`config.mk`:
```
export PLATFORM = sky130hd
export DESIGN_NAME = ahb_apb_bridge
export DESIGN_NICKNAME = d
export VERILOG_FILES = /design/src/rtl/ahb_apb_pkg.sv /design/src/rtl/apb_timeout_ctr.sv /design/src/rtl/ahb_apb_bridge.sv
export SDC_FILE = /design/constraint.sdc
export NUM_CORES = 1
export LEC_CHECK = 0
export CELL_PAD_IN_SITES_DETAIL_PLACEMENT = 1
export CELL_PAD_IN_SITES_GLOBAL_PLACEMENT = 2
export CORE_MARGIN = 4
export CORE_UTILIZATION = 40
export CTS_CLUSTER_DIAMETER = 60
export DETAILED_ROUTE_END_ITERATION = 16
export DONT_BUFFER_PORTS = 1
export PLACE_DENSITY = 0.89
export SLEW_MARGIN = 20
export SYNTH_ARGS = -nofsm -noshare
export SYNTH_HDL_FRONTEND = slang
export SYNTH_SLANG_ARGS = --single-unit
```
`constraint.sdc`:
```
create_clock -name hclk -period 3.4 [get_ports hclk]
set_clock_uncertainty 0.05 [all_clocks]
set_input_delay 0.17 -clock hclk [delete_from_list [all_inputs] [get_ports hclk]]
set_output_delay 0.17 -clock hclk [all_outputs]
set_load 0.02 [all_outputs]
```
`src/rtl/ahb_apb_pkg.sv`:
```
// Shared encodings for the AHB-to-APB bridge.
package ahb_apb_pkg;

  typedef enum logic [2:0] {
    IDLE   = 3'd0,
    SETUP  = 3'd1,
    ACCESS = 3'd2,
    RESP   = 3'd3,
    ERR1   = 3'd4,
    ERR2   = 3'd5
  } apb_state_t;

  localparam logic [1:0] HTRANS_NONSEQ = 2'b10;
  localparam logic       HRESP_OKAY    = 1'b0;
  localparam logic       HRESP_ERROR   = 1'b1;

endpackage

```
`src/rtl/apb_timeout_ctr.sv`:
```
// Counts ACCESS cycles spent waiting on pready. The count saturates at
// TIMEOUT; expired flags the waiting cycle whose increment reaches TIMEOUT,
// so the FSM aborts after exactly TIMEOUT unanswered ACCESS cycles.
// TIMEOUT = 0 disables the abort entirely.
module apb_timeout_ctr #(
  parameter int TIMEOUT = 16
) (
  input  logic hclk,
  input  logic hreset,
  input  logic clear,
  input  logic enable,
  output logic expired
);

  localparam int CW = (TIMEOUT > 0) ? $clog2(TIMEOUT + 1) : 1;
  localparam logic [CW-1:0] CNT_MAX  = CW'(TIMEOUT);
  localparam logic [CW-1:0] CNT_LAST = (TIMEOUT > 0) ? CW'(TIMEOUT - 1) : '0;

  logic [CW-1:0] cnt;

  // Wait-cycle counter: cleared per transfer, saturating, never wraps
  always_ff @(posedge hclk or posedge hreset) begin
    if (hreset) begin
      cnt <= '0;
    end else if (clear) begin
      cnt <= '0;
    end else if (enable && (cnt != CNT_MAX)) begin
      cnt <= cnt + 1'b1;
    end
  end

  assign expired = (TIMEOUT > 0) && enable && (cnt == CNT_LAST);

endmodule

```
`src/rtl/ahb_apb_bridge.sv`:
```
// AHB responder that turns one granted single transfer into one APB
// SETUP/ACCESS transfer, with grant handshake and pready timeout abort.
module ahb_apb_bridge
  import ahb_apb_pkg::*;
#(
  parameter int ADDR_W  = 16,
  parameter int DATA_W  = 32,
  parameter int TIMEOUT = 16
) (
  input  logic              hclk,
  input  logic              hreset,
  input  logic              hreqb,
  output logic              hgrantb,
  input  logic [3:0]        hsel,
  input  logic [1:0]        htrans,
  input  logic [ADDR_W-1:0] haddr,
  input  logic              hwrite,
  input  logic [DATA_W-1:0] hwdata,
  output logic [DATA_W-1:0] hrdata,
  output logic              hready_out,
  output logic              hresp,
  output logic [ADDR_W-1:0] paddr,
  output logic [1:0]        psel,
  output logic              penable,
  output logic              pwrite,
  output logic [DATA_W-1:0] pwdata,
  input  logic [DATA_W-1:0] prdata,
  input  logic              pready,
  input  logic              pslverr
);

  apb_state_t state;
  logic       tmo_clear;
  logic       tmo_enable;
  logic       tmo_expired;
  logic       start;

  // hsel[1:0] belong to other slaves on the bus
  logic unused_hsel;
  assign unused_hsel = ^hsel[1:0];

  assign start      = hgrantb && hreqb && (htrans == HTRANS_NONSEQ) && (hsel[3:2] != 2'b00);
  assign tmo_clear  = (state == SETUP);
  assign tmo_enable = (state == ACCESS) && !pready;

  apb_timeout_ctr #(
    .TIMEOUT (TIMEOUT)
  ) u_timeout (
    .hclk    (hclk),
    .hreset  (hreset),
    .clear   (tmo_clear),
    .enable  (tmo_enable),
    .expired (tmo_expired)
  );

  // Transfer FSM; every output is set on the edge entering the state it belongs to
  always_ff @(posedge hclk or posedge hreset) begin
    if (hreset) begin
      state      <= IDLE;
      hgrantb    <= 1'b0;
      hready_out <= 1'b0;
      hresp      <= HRESP_OKAY;
      hrdata     <= '0;
      psel       <= 2'b00;
      penable    <= 1'b0;
      pwrite     <= 1'b0;
      paddr      <= '0;
      pwdata     <= '0;
    end else begin
      case (state)
        IDLE: begin
          hready_out <= 1'b0;
          hresp      <= HRESP_OKAY;
          if (start) begin
            paddr  <= haddr;
            pwrite <= hwrite;
            if (hsel[3:2] == 2'b11) begin
              // both peripherals selected: reject without touching APB
              hresp <= HRESP_ERROR;
              state <= ERR1;
            end else begin
              psel  <= hsel[3:2];
              state <= SETUP;
            end
          end else begin
            hgrantb <= hreqb;
          end
        end
        SETUP: begin
          // hwdata arrives in the AHB data phase, i.e. during SETUP
          pwdata  <= hwdata;
          penable <= 1'b1;
          state   <= ACCESS;
        end
        ACCESS: begin
          if (pready) begin
            psel    <= 2'b00;
            penable <= 1'b0;
            if (pslverr) begin
              hresp <= HRESP_ERROR;
              state <= ERR1;
            end else begin
              hready_out <= 1'b1;
              if (!pwrite) begin
                hrdata <= prdata;
              end
              state <= RESP;
            end
          end else if (tmo_expired) begin
            psel    <= 2'b00;
            penable <= 1'b0;
            hresp   <= HRESP_ERROR;
            state   <= ERR1;
          end
        end
        RESP: begin
          hready_out <= 1'b0;
          hgrantb    <= 1'b0;
          state      <= IDLE;
        end
        ERR1: begin
          hready_out <= 1'b1;
          hresp      <= HRESP_ERROR;
          state      <= ERR2;
        end
        ERR2: begin
          hready_out <= 1'b0;
          hresp      <= HRESP_OKAY;
          hgrantb    <= 1'b0;
          state      <= IDLE;
        end
        default: begin
          hready_out <= 1'b0;
          hresp      <= HRESP_OKAY;
          psel       <= 2'b00;
          penable    <= 1'b0;
          hgrantb    <= 1'b0;
          state      <= IDLE;
        end
      endcase
    end
  end

endmodule

```
Yosys cells after proc, flatten, opt, wreduce, memory -nomap -nowiden --
Index checks and enable logic that the tools add are counted.
Storage, ports and cells: bits in registers 95, input bits 92, output and inout port bits 87, logic and storage cells 84
Operators by class: add/subtract/negate cells 1, eq/ne operators 16, mux-type cells 27, bitwise logic cells 7, reduce and logical (&&, ||, !) cells 22
Operators with widths (number):
- $mux 3 | 5
- $pmux 3 s4 | 1
- $mux 1 | 10
- $mux 5 | 2
- $ne 2x2->1 const B | 5
- $mux 2 | 4
- $reduce_and 2->1 | 4
- $reduce_and 4->1 | 2
- $reduce_or 4->1 | 2
- $not 1->1 | 7
- $eq 3x2->1 const B | 2
- $eq 3x3->1 const B | 2
- $logic_and 1x1->1 | 6
- $ne 3x3->1 const B | 2
- $pmux 1 s3 | 2
- $pmux 2 s3 | 1
- $reduce_and 3->1 | 2
- $add 5x1->5 const B | 1
- $eq 5x4->1 const B | 1
- $ne 5x5->1 const B | 1
- $eq 2x2->1 const B | 2
- $pmux 1 s4 | 1
- $reduce_bool 2->1 | 2
- $eq 3x1->1 const B | 1
- other kinds (5) | 5

Logic depth before layout (Yosys ltp) --
depth in word-level cells 6, gate-level depth with buffers 7, gate-level depth less buffers 7

Cells and area by module --
A second synthesis with hierarchy kept.
Unflattened totals: cells, all modules 270, area total of the unflattened synthesis 3972.6 um^2
Modules (own cells, without submodules):
- ahb_apb_bridge | times used 1, cells an instance 239, area each 3668.5 um^2, sequential area each 2252.2 um^2
- apb_timeout_ctr | times used 1, cells an instance 31, area each 304.0 um^2, sequential area each 125.1 um^2

Worst setup path before layout --
Ideal clock, no wire load.
path type register to register, start reg u_timeout.cnt[0], end reg psel[0], library setup time 0.123 ns, data arrival time 1.652 ns, setup slack 1.576 ns, stages on the path, launching flop included 8, path buffers 0, clock period less this slack 1.824 ns, path through dfrtp_1 -> ha_1 -> and3_1 -> ha_1 -> o21ba_2 -> o21ai_2 -> a21boi_0 -> o221a_2
On the way: word-level cells in the longest chain between the ends 4
Ends and longest elaborated chain:
- start: declaration | RTL line apb_timeout_ctr.sv:19 | logic [CW-1:0] cnt;
- start signal: assignment | RTL line apb_timeout_ctr.sv:28 | cnt <= cnt + 1'b1;
- $eq 5x4->1 | RTL line apb_timeout_ctr.sv:32 | assign expired = (TIMEOUT > 0) && enable && (cnt == CNT_LAST);
- $logic_and 1x1->1 | RTL line apb_timeout_ctr.sv:32
- $ne 3x3->1 (no line)
- $reduce_and 4->1 (no line)
- end signal: assignment | RTL line ahb_apb_bridge.sv:82 | psel <= hsel[3:2];
- end: declaration | RTL line ahb_apb_bridge.sv:23 | output logic [1:0] psel,
Every way passes these cells. A chain may end at the register's enable or synchronous reset.

Final worst setup path --
start reg state[1], end reg hrdata[0]
On the way: word-level cells in the longest chain between the ends 2
Ends and longest elaborated chain:
- start: declaration | RTL line ahb_apb_bridge.sv:32 | apb_state_t state;
- start signal: assignment | RTL line ahb_apb_bridge.sv:59 | state <= IDLE;
- start signal: assignment | RTL line ahb_apb_bridge.sv:80 | state <= ERR1;
- start signal: assignment | RTL line ahb_apb_bridge.sv:83 | state <= SETUP;
- $eq 3x2->1 | RTL line ahb_apb_bridge.sv:70 | case (state)
- $reduce_and 4->1 (no line)
- end signal: assignment | RTL line ahb_apb_bridge.sv:105 | hrdata <= prdata;
- end: declaration | RTL line ahb_apb_bridge.sv:19 | output logic [DATA_W-1:0] hrdata,
Every way passes these cells.

==> results.toml <==
[outcome]
status = "finished, final reports clean"

[clocking]
post_cts_resize_count = 0
cts.sinks = 95
cts.htree.levels = 3
insertion_delay_ps = 360
clk_pin_slew_worst_paths_ps = 90
postCtsSetupBuffers = 0
root_buffer = "clkbuf_8"
cts_tree = "yes"
holdBufCountCts = 85
clock_path_buffers = 2
cts_buffers = 9

[setup_path]
critical_path_arrival_ps = 2440
critPathKind = "reg2reg"
cp-start-kind = "flip-flop"
critPathLaunch = "state[1]"
crit_fanout = 32
crit_required_ps = 3590
rr_startpoint = "state[1]"
cp-end-kind = "flip-flop"

[timing]
finalCritPeriodShare_pct = 66.3
max_slew_margin_pct = 44.6
fin_ws_ps = 1150
setup_viol_count_final = 0
finalWorstPathRequiredPeriod_ps = 2250
grt_setup_unrepaired = "false"
final_max_slew_viol_count = 0
tns_ps = 0
hold_violations = 0
fmax_ghz = 0.444
tightest_slew_ps = 830

[detailed_routing]
drc_errors = 0
dr.pass1.iters = 4
ant_nets = 0
vias = 2485
drt-total-wl_um = 10600
wl_per_cell_um = 21.6
drt_iter0_markers = 98
via_per_inst = 5.06

[synth]
syn_area_sq_mm = 0.00411
synthMuxAreaShare_pct = 26.3
synth-edff-count = 0
yosysUniqueCellTypes = 43
synth_fa_ha_area_share_pct = 0.914
async_flop_share_pct = 100
ys_warn_count = 0
synth-compound-area-share_pct = 4.54
synth_top_family_by_area = "multiplexers"
synth_nets = 360
synthXorXnorAreaFrac_pct = 0.426
postSynthAreaPerCell_sq_um = 15.5
synth_top_flop_cell = "dfrtp_1"
yosysSeqAreaShare_pct = 57.9
synth_seq_cells = 95
synth-simple-area-share_pct = 6.31
synthCells = 265

[placed_design]
io_buffers = 0
dpl_worst_slack_ps = 1150
place_congestion = 0.672
dpl.hpwl_um = 6340

[min_path]
hold_class = "in2reg"
hp-start = "pready"

[grt]
grt_pass1_wl_um = 15900
track_usage_pct = 17.7
grt_pass1_vias = 2936
grt_max_degree = 69
grt-ovfl-total = 0
antenna_found_initial = 0

[run]
drv_cap = 0

[die]
core_sq_mm = 0.00986
rows = 36
io-pin-count = 179
initial_core_util_pct = 41.6
die-area_sq_mm = 0.0120
die_w_um = 109
fp.dieH_um = 109

[final_layout]
final_cell_mix = "dfrtp_1, dlygate4sd3_1, mux2_2"
utilization_pct = 53.0
final_common_cell = "dfrtp_1"
syn2layout_area_growth_pct = 27.3
fillers = 939
final_nets = 446
drive_gt1_share_pct = 32.0

[power]
ir_drop_uv = 438
power_density_mw_per_mm2 = 933
p_leak_uw = 0.00238
[power by group]
part           internal [uW]  switching [uW]  leakage, uW
clock                    346             404    0.0000944
combinational            834             487      0.00111
sequential              1670            1140      0.00117
[layout make-up]
cell class	instances	area (sq um)	share of cell area (%)
diodes	2	5.00	0.0957
clock buffers	10	128	2.44
clock inverters	6	70.1	1.34
inverters	6	25.0	0.479
multi-input cells	151	1580	30.3
flip-flops and latches	95	2380	45.5
well taps	133	166	3.18
repair buffers	88	873	16.7
[kinds of logic (layout without fill, tap and decap cells)]
| family | count (synthesis) | count (layout) |
|---|---|---|
| AO/OA/AOI/OAI | 27 | 27 |
| XOR/XNOR | 2 | 2 |
| flip-flops | 95 | 95 |
| buffers and inverters | 19 | 110 |
| AND/OR/NAND/NOR | 36 | 36 |
| multiplexers | 83 | 83 |
| adder cells (fa/ha/maj) | 3 | 3 |
| other | 0 | 2 |
[worst max-delay path: stages (launching register included)]
cell,delay [ps]
dfrtp_1,770
nand4b_4,730
mux2_4,560
[path summary, 6_finish.rpt]
check                                   end  slack, ps  depth (start not counted)
max reg2reg                       hrdata[0]       1150                          2
min reg2reg                u_timeout.cnt[3]        520                          2
min                                 penable         40                          3
max in group asynchronous         pwdata[4]       1970                          3
min in group asynchronous        pwdata[15]        430                          2
max                               hrdata[0]       1150                          2
[state kept, by name, summed over array words and instances, names as in the netlist]
register / count
psel: 2
u_timeout.cnt: 5
penable: 1
pwrite: 1
hrdata: 32
state: 3
hgrantb: 1
hready_out: 1
pwdata: 32
hresp: 1
paddr: 16
[metrics by stage]
stage,cells,power [uW],instance area [sq um],hold WS (ps)
6_report,491,4880,5230,39.4
5_1_grt,489,5150,5220,74.3
4_1_cts,489,4910,5220,22.3
3_5_place_dp,388,4050,4170,220
3_3_place_gp,388,3950,4170,210
2_1_floorplan,265,3760,4110,268
[per-layer routing]
metal  vias to the layer above  share of wire [%]  global-route usage [%]
met5                         -                  0                       0
met4                         0                2.2                    6.14
met3                        19                8.1                    6.40
met2                       104                 54                    32.0
met1                      1255                 36                    18.9
li1                       1107                  -                       -
[Yosys cell counts (3+ instances only)]
cell type | n | area [sq um]
ha_1 | 3 | 37.5
a21boi_0 | 3 | 22.5
mux2_2 | 41 | 462
inv_1 | 6 | 22.5
o22ai_1 | 3 | 18.8
mux2_4 | 40 | 601
nand2_1 | 7 | 26.3
buf_6 | 6 | 67.6
nor2_1 | 9 | 33.8
buf_4 | 4 | 30.0
a21oi_1 | 8 | 40.0
dfrtp_1 | 95 | 2380
Power figures use the tool's default switching activity.
